**config.mk**
```make
export PLATFORM = sky130hd
export DESIGN_NAME = scoreboard_stall
export DESIGN_NICKNAME = d
export VERILOG_FILES = /design/src/rtl/scoreboard_stall.sv
export SDC_FILE = /design/constraint.sdc
export NUM_CORES = 1
export LEC_CHECK = 0
export CAP_MARGIN = 30
export CORE_ASPECT_RATIO = 0.5
export CORE_MARGIN = 2
export CORE_UTILIZATION = 40
export CTS_CLUSTER_DIAMETER = 40
export DETAILED_ROUTE_END_ITERATION = 10
export PLACE_DENSITY = 0.68
export SLEW_MARGIN = 40
export SYNTH_ARGS = -nofsm -noshare
export SYNTH_HDL_FRONTEND = slang
export SYNTH_SLANG_ARGS = --single-unit
```
**constraint.sdc**
```tcl
create_clock -name clk -period 7.8 [get_ports clk]
set_clock_uncertainty 0.1 [all_clocks]
set_input_delay 1.17 -clock clk [delete_from_list [all_inputs] [get_ports clk]]
set_output_delay 1.17 -clock clk [all_outputs]
set_load 0.05 [all_outputs]
```
**src/rtl/scoreboard_stall.sv**
```systemverilog
// Issue-side hazard controller for the ID stage.
// Tracks destination registers of in-flight variable-latency operations and
// holds IF/ID while the decoded instruction would read or overwrite one of
// them, or while a single-cycle load in EX feeds it directly.
module scoreboard_stall #(
   parameter int MAX_OUTSTANDING = 4,
   parameter int CNT_W           = 3
) (
   input  logic             clk,
   input  logic             reset,
   input  logic [4:0]       IF_ID_rs,
   input  logic [4:0]       IF_ID_rt,
   input  logic             IF_ID_uses_rs,
   input  logic             IF_ID_uses_rt,
   input  logic             IF_ID_RegWrite,
   input  logic [4:0]       IF_ID_Write_register,
   input  logic             IF_ID_long_op,
   input  logic             ID_EX_MemRead,
   input  logic [4:0]       ID_EX_rt,
   input  logic             LU_done,
   input  logic [4:0]       LU_Write_register,
   output logic             Stall_ID,
   output logic             Bubble_EX,
   output logic [31:0]      pending,
   output logic [CNT_W-1:0] outstanding,
   output logic             sb_error,
   output logic [15:0]      stall_cycles
);

   logic [31:0]      r_pending;
   logic [CNT_W-1:0] r_outstanding;
   logic             r_sb_error;
   logic [15:0]      r_stall_cycles;

   logic        w_comp_rs;
   logic        w_comp_rt;
   logic        w_comp_dest;
   logic        w_raw_rs;
   logic        w_raw_rt;
   logic        w_waw;
   logic        w_full;
   logic        w_load_use;
   logic        w_stall;
   logic        w_long_dest;
   logic        w_issue;
   logic        w_valid_comp;
   logic        w_bad_comp;
   logic [31:0] w_set_mask;
   logic [31:0] w_clr_mask;

   // A completion in this cycle releases a reader or writer of the same
   // register, because the register file writes before it is read.
   assign w_comp_rs   = LU_done && (LU_Write_register == IF_ID_rs) && (IF_ID_rs != 5'd0);
   assign w_comp_rt   = LU_done && (LU_Write_register == IF_ID_rt) && (IF_ID_rt != 5'd0);
   assign w_comp_dest = LU_done && (LU_Write_register == IF_ID_Write_register)
                        && (IF_ID_Write_register != 5'd0);

   assign w_raw_rs = IF_ID_uses_rs && (IF_ID_rs != 5'd0) && r_pending[IF_ID_rs] && !w_comp_rs;
   assign w_raw_rt = IF_ID_uses_rt && (IF_ID_rt != 5'd0) && r_pending[IF_ID_rt] && !w_comp_rt;
   assign w_waw    = IF_ID_RegWrite && (IF_ID_Write_register != 5'd0)
                     && r_pending[IF_ID_Write_register] && !w_comp_dest;

   // A long op to a real register needs a tracking slot; a completion freeing
   // a slot in the same cycle lets it in.
   assign w_long_dest = IF_ID_long_op && IF_ID_RegWrite && (IF_ID_Write_register != 5'd0);
   assign w_full      = w_long_dest && (r_outstanding == CNT_W'(MAX_OUTSTANDING))
                        && !(LU_done && r_pending[LU_Write_register]);

   assign w_load_use = ID_EX_MemRead && (ID_EX_rt != 5'd0)
                       && ((IF_ID_uses_rs && (IF_ID_rs == ID_EX_rt))
                        || (IF_ID_uses_rt && (IF_ID_rt == ID_EX_rt)));

   assign w_stall = w_raw_rs | w_raw_rt | w_waw | w_full | w_load_use;

   assign w_issue      = w_long_dest && !w_stall;
   assign w_valid_comp = LU_done && (LU_Write_register != 5'd0) && r_pending[LU_Write_register];
   assign w_bad_comp   = LU_done && !w_valid_comp;

   // Build one-hot set/clear masks for the pending vector from this cycle's
   // issue and completion events.
   always_comb begin
      w_set_mask = 32'd0;
      w_clr_mask = 32'd0;
      if (w_issue)
         w_set_mask[IF_ID_Write_register] = 1'b1;
      if (w_valid_comp)
         w_clr_mask[LU_Write_register] = 1'b1;
   end

   // Pending bits: clear completions first, then set the new issue, so an
   // issue to a register completing this cycle leaves it pending.
   always_ff @(posedge clk) begin
      if (reset)
         r_pending <= 32'd0;
      else
         r_pending <= (r_pending & ~w_clr_mask) | w_set_mask;
   end

   // Outstanding count follows the pending population; simultaneous issue
   // and completion cancel out.
   always_ff @(posedge clk) begin
      if (reset)
         r_outstanding <= '0;
      else if (w_issue && !w_valid_comp)
         r_outstanding <= r_outstanding + CNT_W'(1);
      else if (!w_issue && w_valid_comp)
         r_outstanding <= r_outstanding - CNT_W'(1);
   end

   // Sticky error for completions that match no tracked register.
   always_ff @(posedge clk) begin
      if (reset)
         r_sb_error <= 1'b0;
      else if (w_bad_comp)
         r_sb_error <= 1'b1;
   end

   // Saturating count of cycles spent stalled.
   always_ff @(posedge clk) begin
      if (reset)
         r_stall_cycles <= 16'd0;
      else if (w_stall && (r_stall_cycles != 16'hFFFF))
         r_stall_cycles <= r_stall_cycles + 16'd1;
   end

   assign Stall_ID     = w_stall;
   assign Bubble_EX    = w_stall;
   assign pending      = r_pending;
   assign outstanding  = r_outstanding;
   assign sb_error     = r_sb_error;
   assign stall_cycles = r_stall_cycles;

endmodule

```
==> summary.txt, run 1 <==
Global routing
  • Initial antenna violation count: 0
  • Largest net degree at the start of global routing: 63
  • Number of global-route vias before repair: 3715
  • Total gr overflow: 0
  • GR Util All Layers: 0.2313
  • First-pass GRT wire length: 20040 microns

Routing
  • Drt total wl: 13000 microns
  • DR vias: 3999
  • Pre-Repair DR Iteration Count: 5
  • Number of DRC markers in iteration 0: 361
  • Via density: 6.032
  • Routed WL per cell: 19.60 microns
  • Antenna-violating nets left: 0
  • Post-route DRC: 0

Timing
  • Setup TNS: 0 ps
  • Worst-Margin Slew: 840.0 ps
  • Slew Limit Fails: 0
  • Unrepaired setup endpoints after global routing: no
  • Slew headroom: 0.4383
  • FMAX: 164.6 MHz
  • Final hold violations: 0
  • Final Setup Violations: 0
  • Final worst-path cycle share: 0.7791
  • Post-layout minimum cycle time: 6077 ps

Final layout
  • Most common cell after layout, fill and taps aside: clkdlybuf4s50_1
  • Nets@finish: 558
  • Antenna diode instance count: 0
  • Multi-input logic area: 2824 sq um
  • Area delta synth->final: 24.60%
  • Final Util: 0.5062
  • Layout cells sized above 1: 0.09751
  • Reg area: 1041 sq um
  • Most frequent cells in the layout: clkdlybuf4s50_1, dfxtp_1, o21ai_0
  • # fillers: 936

Worst hold path
  • Min-delay src: sb_error
  • Hold Crit Endpoint: sb_error
  • Hold WC Path Type: flip-flop to flip-flop
  • Hold depth: 2

Clock tree
  • Resized cells post-CTS: 0
  • Hold-fix buffers at CTS: 0
  • CTS clk-pin slew, worst paths: 70 ps
  • Setup bufs post-CTS: 0
  • TritonCTS clock tree: built
  • Max H-tree Level: 2
  • Total CTS buffers: 5
  • Latest clock arrival within the worst-skew pair: 300 ps
  • Clk Tree Root Cell: clkbuf_16
  • Clock Path Buffers: 2
  • Clock sinks: 52

Critical path
  • CP Capture Type: output pin
  • Worst R2R Start: pending[22]
  • Critical path, cell by cell: clkdlybuf4s50_1 -> mux4_2 -> mux2i_1 -> o21ai_0 -> o2111ai_1 -> o2111ai_1 -> a21oi_1 -> buf_4 -> inv_1 -> clkdlybuf4s50_1
  • Critical path's slowest cell: clkdlybuf4s50_1
  • Max FO, Critical Path: 25
  • Flop2flop setup slack: 3700 ps
  • Reg-to-reg endpoint: outstanding[2]
  • CP peak stage delay: 960 ps
  • Kind of critical path: input port to output pin
  • Crit path DAT: 4810 ps
  • Reg2reg path depth: 13
  • Worst Setup Start Kind: input port
  • Critical Path RT: 6530 ps

Logic synthesis
  • Synth cell types: 52
  • Synthesized net count: 504
  • Synth warn: 0
  • Gate Count Post-Synth: 468
  • Yosys reg bits: 52
  • Sequential fraction of the synthesis area: 0.2549
  • Synth Area per Inst: 8.726 sq um
  • Synth area leader: dfxtp_1
  • Post-synth EDFFs: 0
  • Yosys top cell area share: 0.2549
  • Top post-synthesis cells by area: dfxtp_1, mux2i_1, mux4_2
  • Syn Std Cell Area: 4084 sq um
  • Top_reg_cell synth: dfxtp_1
  • FFs w/ async S/R, synth: 0

Power and ir drop
  • Pleak: 1.687 nW
  • Cell Pwr Density: 133.4 nW/um^2
  • Maximum vdd drop: 0.00007941 V

Die
  • Starting Density: 0.4063
  • Core box area: 10050 sq um
  • # IOs: 87
  • Area of the die: 11080 sq um
  • Die Ht: 75.45 microns
  • FP Rows: 26
  • Die W: 146.9 microns

Place
  • Hpwl dp: 8973 microns
  • Gpl congestion: 0.8647
  • Buffers on Ports: 86

Run status
  • Status: finished, final reports clean

Flow run
  • Max capacitance violation total: 0
cell families (layout without fill, tap and decap cells):
| group | after synthesis | count (layout) | synth area share |
|---|---|---|---|
| flops | 52 | 52 | 0.2549 |
| xor+xnor | 27 | 27 | 0.05790 |
| mux | 63 | 63 | 0.2028 |
| fa+ha+maj | 3 | 3 | 0.01103 |
| simple gates | 155 | 155 | 0.2344 |
| compound gates | 117 | 117 | 0.1854 |
| buf+inv | 51 | 106 | 0.05362 |
registers in the layout, indices dropped and copies added (netlist names):
register and count:
stall_cycles 16, outstanding 3, sb_error 1, pending 32
how the worst max path moves through the flow:
stage / startpoint / end / slack (ps)
after floorplan: IF_ID_Write_register[0] / Stall_ID / 2650
after global placement: LU_Write_register[1] / Stall_ID / 1670
after detailed placement: IF_ID_rs[1] / Bubble_EX / 1780
after CTS: IF_ID_rs[1] / Bubble_EX / 1760
after global routing: IF_ID_rs[1] / Stall_ID / 1550
final: IF_ID_rs[1] / Bubble_EX / 1720
per-stage QoR:
| stage | hold WS (ps) | worst slack (ps) | instances | cell area (sq um) | power, W |
|---|---|---|---|---|---|
| 2_1_floorplan | 614.8 | 2650 | 468 | 4084 | 0.0004005 |
| 3_3_place_gp | 352.6 | 1666 | 655 | 4949 | 0.0004527 |
| 3_5_place_dp | 369.5 | 1783 | 655 | 4938 | 0.0004535 |
| 4_1_cts | 385.3 | 1765 | 663 | 5089 | 0.0006816 |
| 5_1_grt | 401.1 | 1555 | 663 | 5089 | 0.0007079 |
| 6_report | 374.0 | 1723 | 663 | 5089 | 0.0006790 |
critical path: cells and delay by family:
| family | cells | cell delay [ps] |
|---|---|---|
| compound gates | 4 | 880 |
| mux | 2 | 730 |
| buf+inv | 4 | 2010 |
metal layers:
metal | track usage | wire, microns | part of all wire | up-vias
met1 | 0.3149 | 5760 | 0.44 | 1920
li1 | - | - | - | 1882
met2 | 0.3615 | 5776 | 0.44 | 174
met4 | 0.08547 | 205 | 0.016 | 0
met3 | 0.05988 | 1254 | 0.096 | 23
met5 | 0 | 0 | 0 | -
power breakdown:
part / internal, W / switching, W
sequential: 0.000272 / 0.00000940
combinational: 0.0000652 / 0.000103
clock: 0.000128 / 0.000102
total: 0.000465 / 0.000214
area by class of cell:
class | count | share of cell area
repair buffers | 88 | 0.1692
inverters | 10 | 0.007376
clock inverters | 1 | 0.001475
well taps | 140 | 0.03442
flip-flops and latches | 52 | 0.2046
multi-input cells | 365 | 0.5550
clock buffers | 7 | 0.02803
synthesized netlist by cell type (6+ instances only):
cell type / n
nor4_1: 7
o21ai_0: 45
nand3b_1: 9
or4b_1: 7
mux2_2: 8
nand3_1: 13
a21oi_1: 25
dfxtp_1: 52
mux2i_1: 40
xor2_1: 16
nor2b_1: 17
xnor2_1: 11
nand4_1: 6
buf_2: 16
nor2_1: 21
clkbuf_1: 21
o22ai_1: 6
nor3_1: 7
or4_1: 6
o31ai_1: 7
mux4_2: 15
nand2_1: 13
or3_1: 20
nor4b_1: 7
inv_1: 10
o22ai_2: 7
o221ai_1: 7
Power figures use the tool's default switching activity.
==> run 2, diff against run 1 <==
Settings changed: PLACE_DENSITY 0.68 to 0.71.
Clock period 7.8 ns to 5.1 ns, I/O delays scaled along.
==> run 2 against run 1 <==
Sequential cell count is the same. Die area is the same. Sequential power grew 53%. Count of clock-buffer cells in the layout shrank 2. Via count grew 4.2%. First-iteration DRC count shrank 17%. Largest cell class unchanged.
==> summary.txt, run 2 (synthesis gave the netlist of run 1 again) <==
Run status
  • Status: finished, final reports clean

Die
  • # IOs: 87
  • FP Rows: 26
  • Core box area: 10050 sq um
  • Starting Density: 0.4063
  • Die W: 146.9 microns
  • Die Ht: 75.45 microns
  • Area of the die: 11080 sq um

Final layout
  • Antenna diode instance count: 0
  • Layout cells sized above 1: 0.1358
  • Area delta synth->final: 30.36%
  • Most common cell after layout, fill and taps aside: clkdlybuf4s50_1
  • Most frequent cells in the layout: clkdlybuf4s50_1, dfxtp_1, o21ai_0
  • # fillers: 934
  • Nets@finish: 580
  • Largest register FFs: 32

Routing
  • Drt total wl: 13330 microns
  • Antenna-violating nets left: 0
  • Via density: 6.082
  • Routed WL per cell: 19.47 microns
  • Post-route DRC: 0
  • Number of DRC markers in iteration 0: 300
  • Pre-Repair DR Iteration Count: 6
  • DR vias: 4166

Critical path
  • Critical path, cell by cell: clkdlybuf4s50_1 -> mux4_2 -> mux2i_1 -> o21ai_1 -> o2111ai_1 -> o2111ai_1 -> or4_1 -> inv_1 -> ha_1 -> inv_1 -> fa_1 -> xor2_1 -> or3_1 -> a21oi_1
  • Max FO, Critical Path: 7
  • CP peak stage delay: 690 ps
  • Crit path DAT: 4640 ps
  • CP Capture Type: flip-flop
  • Kind of critical path: input port to flip-flop
  • Critical Path RT: 5220 ps
  • Critical path's slowest cell: clkdlybuf4s50_1
  • Worst Setup Start Kind: input port

Timing
  • Slew Limit Fails: 0
  • Setup TNS: 0 ps
  • Slew headroom: 0.4916
  • Unrepaired setup endpoints after global routing: no
  • FMAX: 221.4 MHz
  • Final worst-path cycle share: 0.8857
  • Worst-Margin Slew: 762.6 ps
  • Setup ws final: 583.1 ps
  • Final hold violations: 0
  • Post-layout minimum cycle time: 4517 ps
  • Final Setup Violations: 0

Power and ir drop
  • Cell Pwr Density: 222.2 nW/um^2
  • Maximum vdd drop: 0.0001563 V
  • Pleak: 1.828 nW

Global routing
  • Total gr overflow: 0
  • Initial antenna violation count: 0
  • Largest net degree at the start of global routing: 41
  • Number of global-route vias before repair: 3802
  • GR Util All Layers: 0.2348
  • First-pass GRT wire length: 20520 microns

Flow run
  • Max capacitance violation total: 0

Clock tree
  • Total CTS buffers: 5
  • Resized cells post-CTS: 0
  • Hold-fix buffers at CTS: 0
  • Max H-tree Level: 2
  • Latest clock arrival within the worst-skew pair: 290 ps
  • CTS clk-pin slew, worst paths: 70 ps
  • Clock Path Buffers: 2
  • TritonCTS clock tree: built
  • Clk Tree Root Cell: clkbuf_16
  • Setup bufs post-CTS: 0
  • Clock sinks: 52

Worst hold path
  • Hold WC Path Type: flip-flop to flip-flop

Place
  • Gpl congestion: 0.8814
  • Buffers on Ports: 86
  • Hpwl dp: 9532 microns
  • Pre-CTS worst setup slack: 283.7 ps
-- run 2: cell count changes in the layout (fill, tap and decap cells not counted), sizes merged --
cell      delta
buf         +22
bufinv       +3
clkbuf       -2
clkinvlp     -1
-- run 2: where the power goes --
group / internal [W] / switching (W) / leakage, nW / total [W]
sequential: 0.000416 / 0.0000145 / 0.420 / 0.000430
clock: 0.000331 / 0.000152 / 0.104 / 0.000483
combinational: 0.000110 / 0.000160 / 1.30 / 0.000270
total: 0.000857 / 0.000326 / 1.83 / 0.00118
-- run 2: path summary, 6_finish.rpt --
kind / startpoint / to / slack [ps] / cells past startpoint
hold / removal: sb_error / sb_error / 390 / 2
setup / recovery: IF_ID_rt[1] / outstanding[2] / 580 / 14
setup reg to reg: pending[21] / outstanding[2] / 1410 / 13
hold reg to reg: sb_error / sb_error / 390 / 2
-- run 2: per-layer routing --
layer | track usage | up-vias | routed length [microns]
met2 | 0.3777 | 212 | 5990
met4 | 0.09829 | 0 | 348
met3 | 0.04551 | 32 | 1138
met1 | 0.3175 | 1990 | 5857
met5 | 0 | - | 0
li1 | - | 1932 | -
-- run 2: layout make-up --
| type | count | area (sq um) | area share |
|---|---|---|---|
| clock buffers | 5 | 125.1 | 0.02350 |
| inverters | 10 | 37.54 | 0.007051 |
| multi-input cells | 365 | 2824 | 0.5304 |
| repair buffers | 110 | 1031 | 0.1937 |
| clock inverters | 3 | 90.09 | 0.01692 |
| well taps | 140 | 175.2 | 0.03290 |
| flip-flops and latches | 52 | 1041 | 0.1955 |
-- run 2: critical path, delay by kind of cell --
family	cells	cell delay, ps
AND/OR/NAND/NOR	2	840
adder cells (fa/ha/maj)	2	540
multiplexers	2	720
XOR/XNOR	1	160
AO/OA/AOI/OAI	4	780
buffers and inverters	3	830
-- run 2: stage by stage --
| step | hold WS [ps] | utilization | area [sq um] | cells | total power (W) |
|---|---|---|---|---|---|
| finish | 388.2 | 0.5296 | 5324 | 685 | 0.001183 |
| detailed placement | 372.7 | 0.5082 | 5109 | 677 | 0.0007051 |
| global route | 415.8 | 0.5296 | 5324 | 685 | 0.001226 |
| CTS | 388.9 | 0.5296 | 5324 | 685 | 0.001190 |
| floorplan | 614.8 | - | 4084 | 468 | 0.0006125 |
| global placement | 356.8 | 0.5082 | 5109 | 677 | 0.0007031 |
==> run 3, diff against run 2 <==
Settings changed: CAP_MARGIN 30 to 5, SKIP_CTS_REPAIR_TIMING from default to 1.
==> results of run 3 <==
The final DEF is identical to that of run 2; final timing and power are the same.
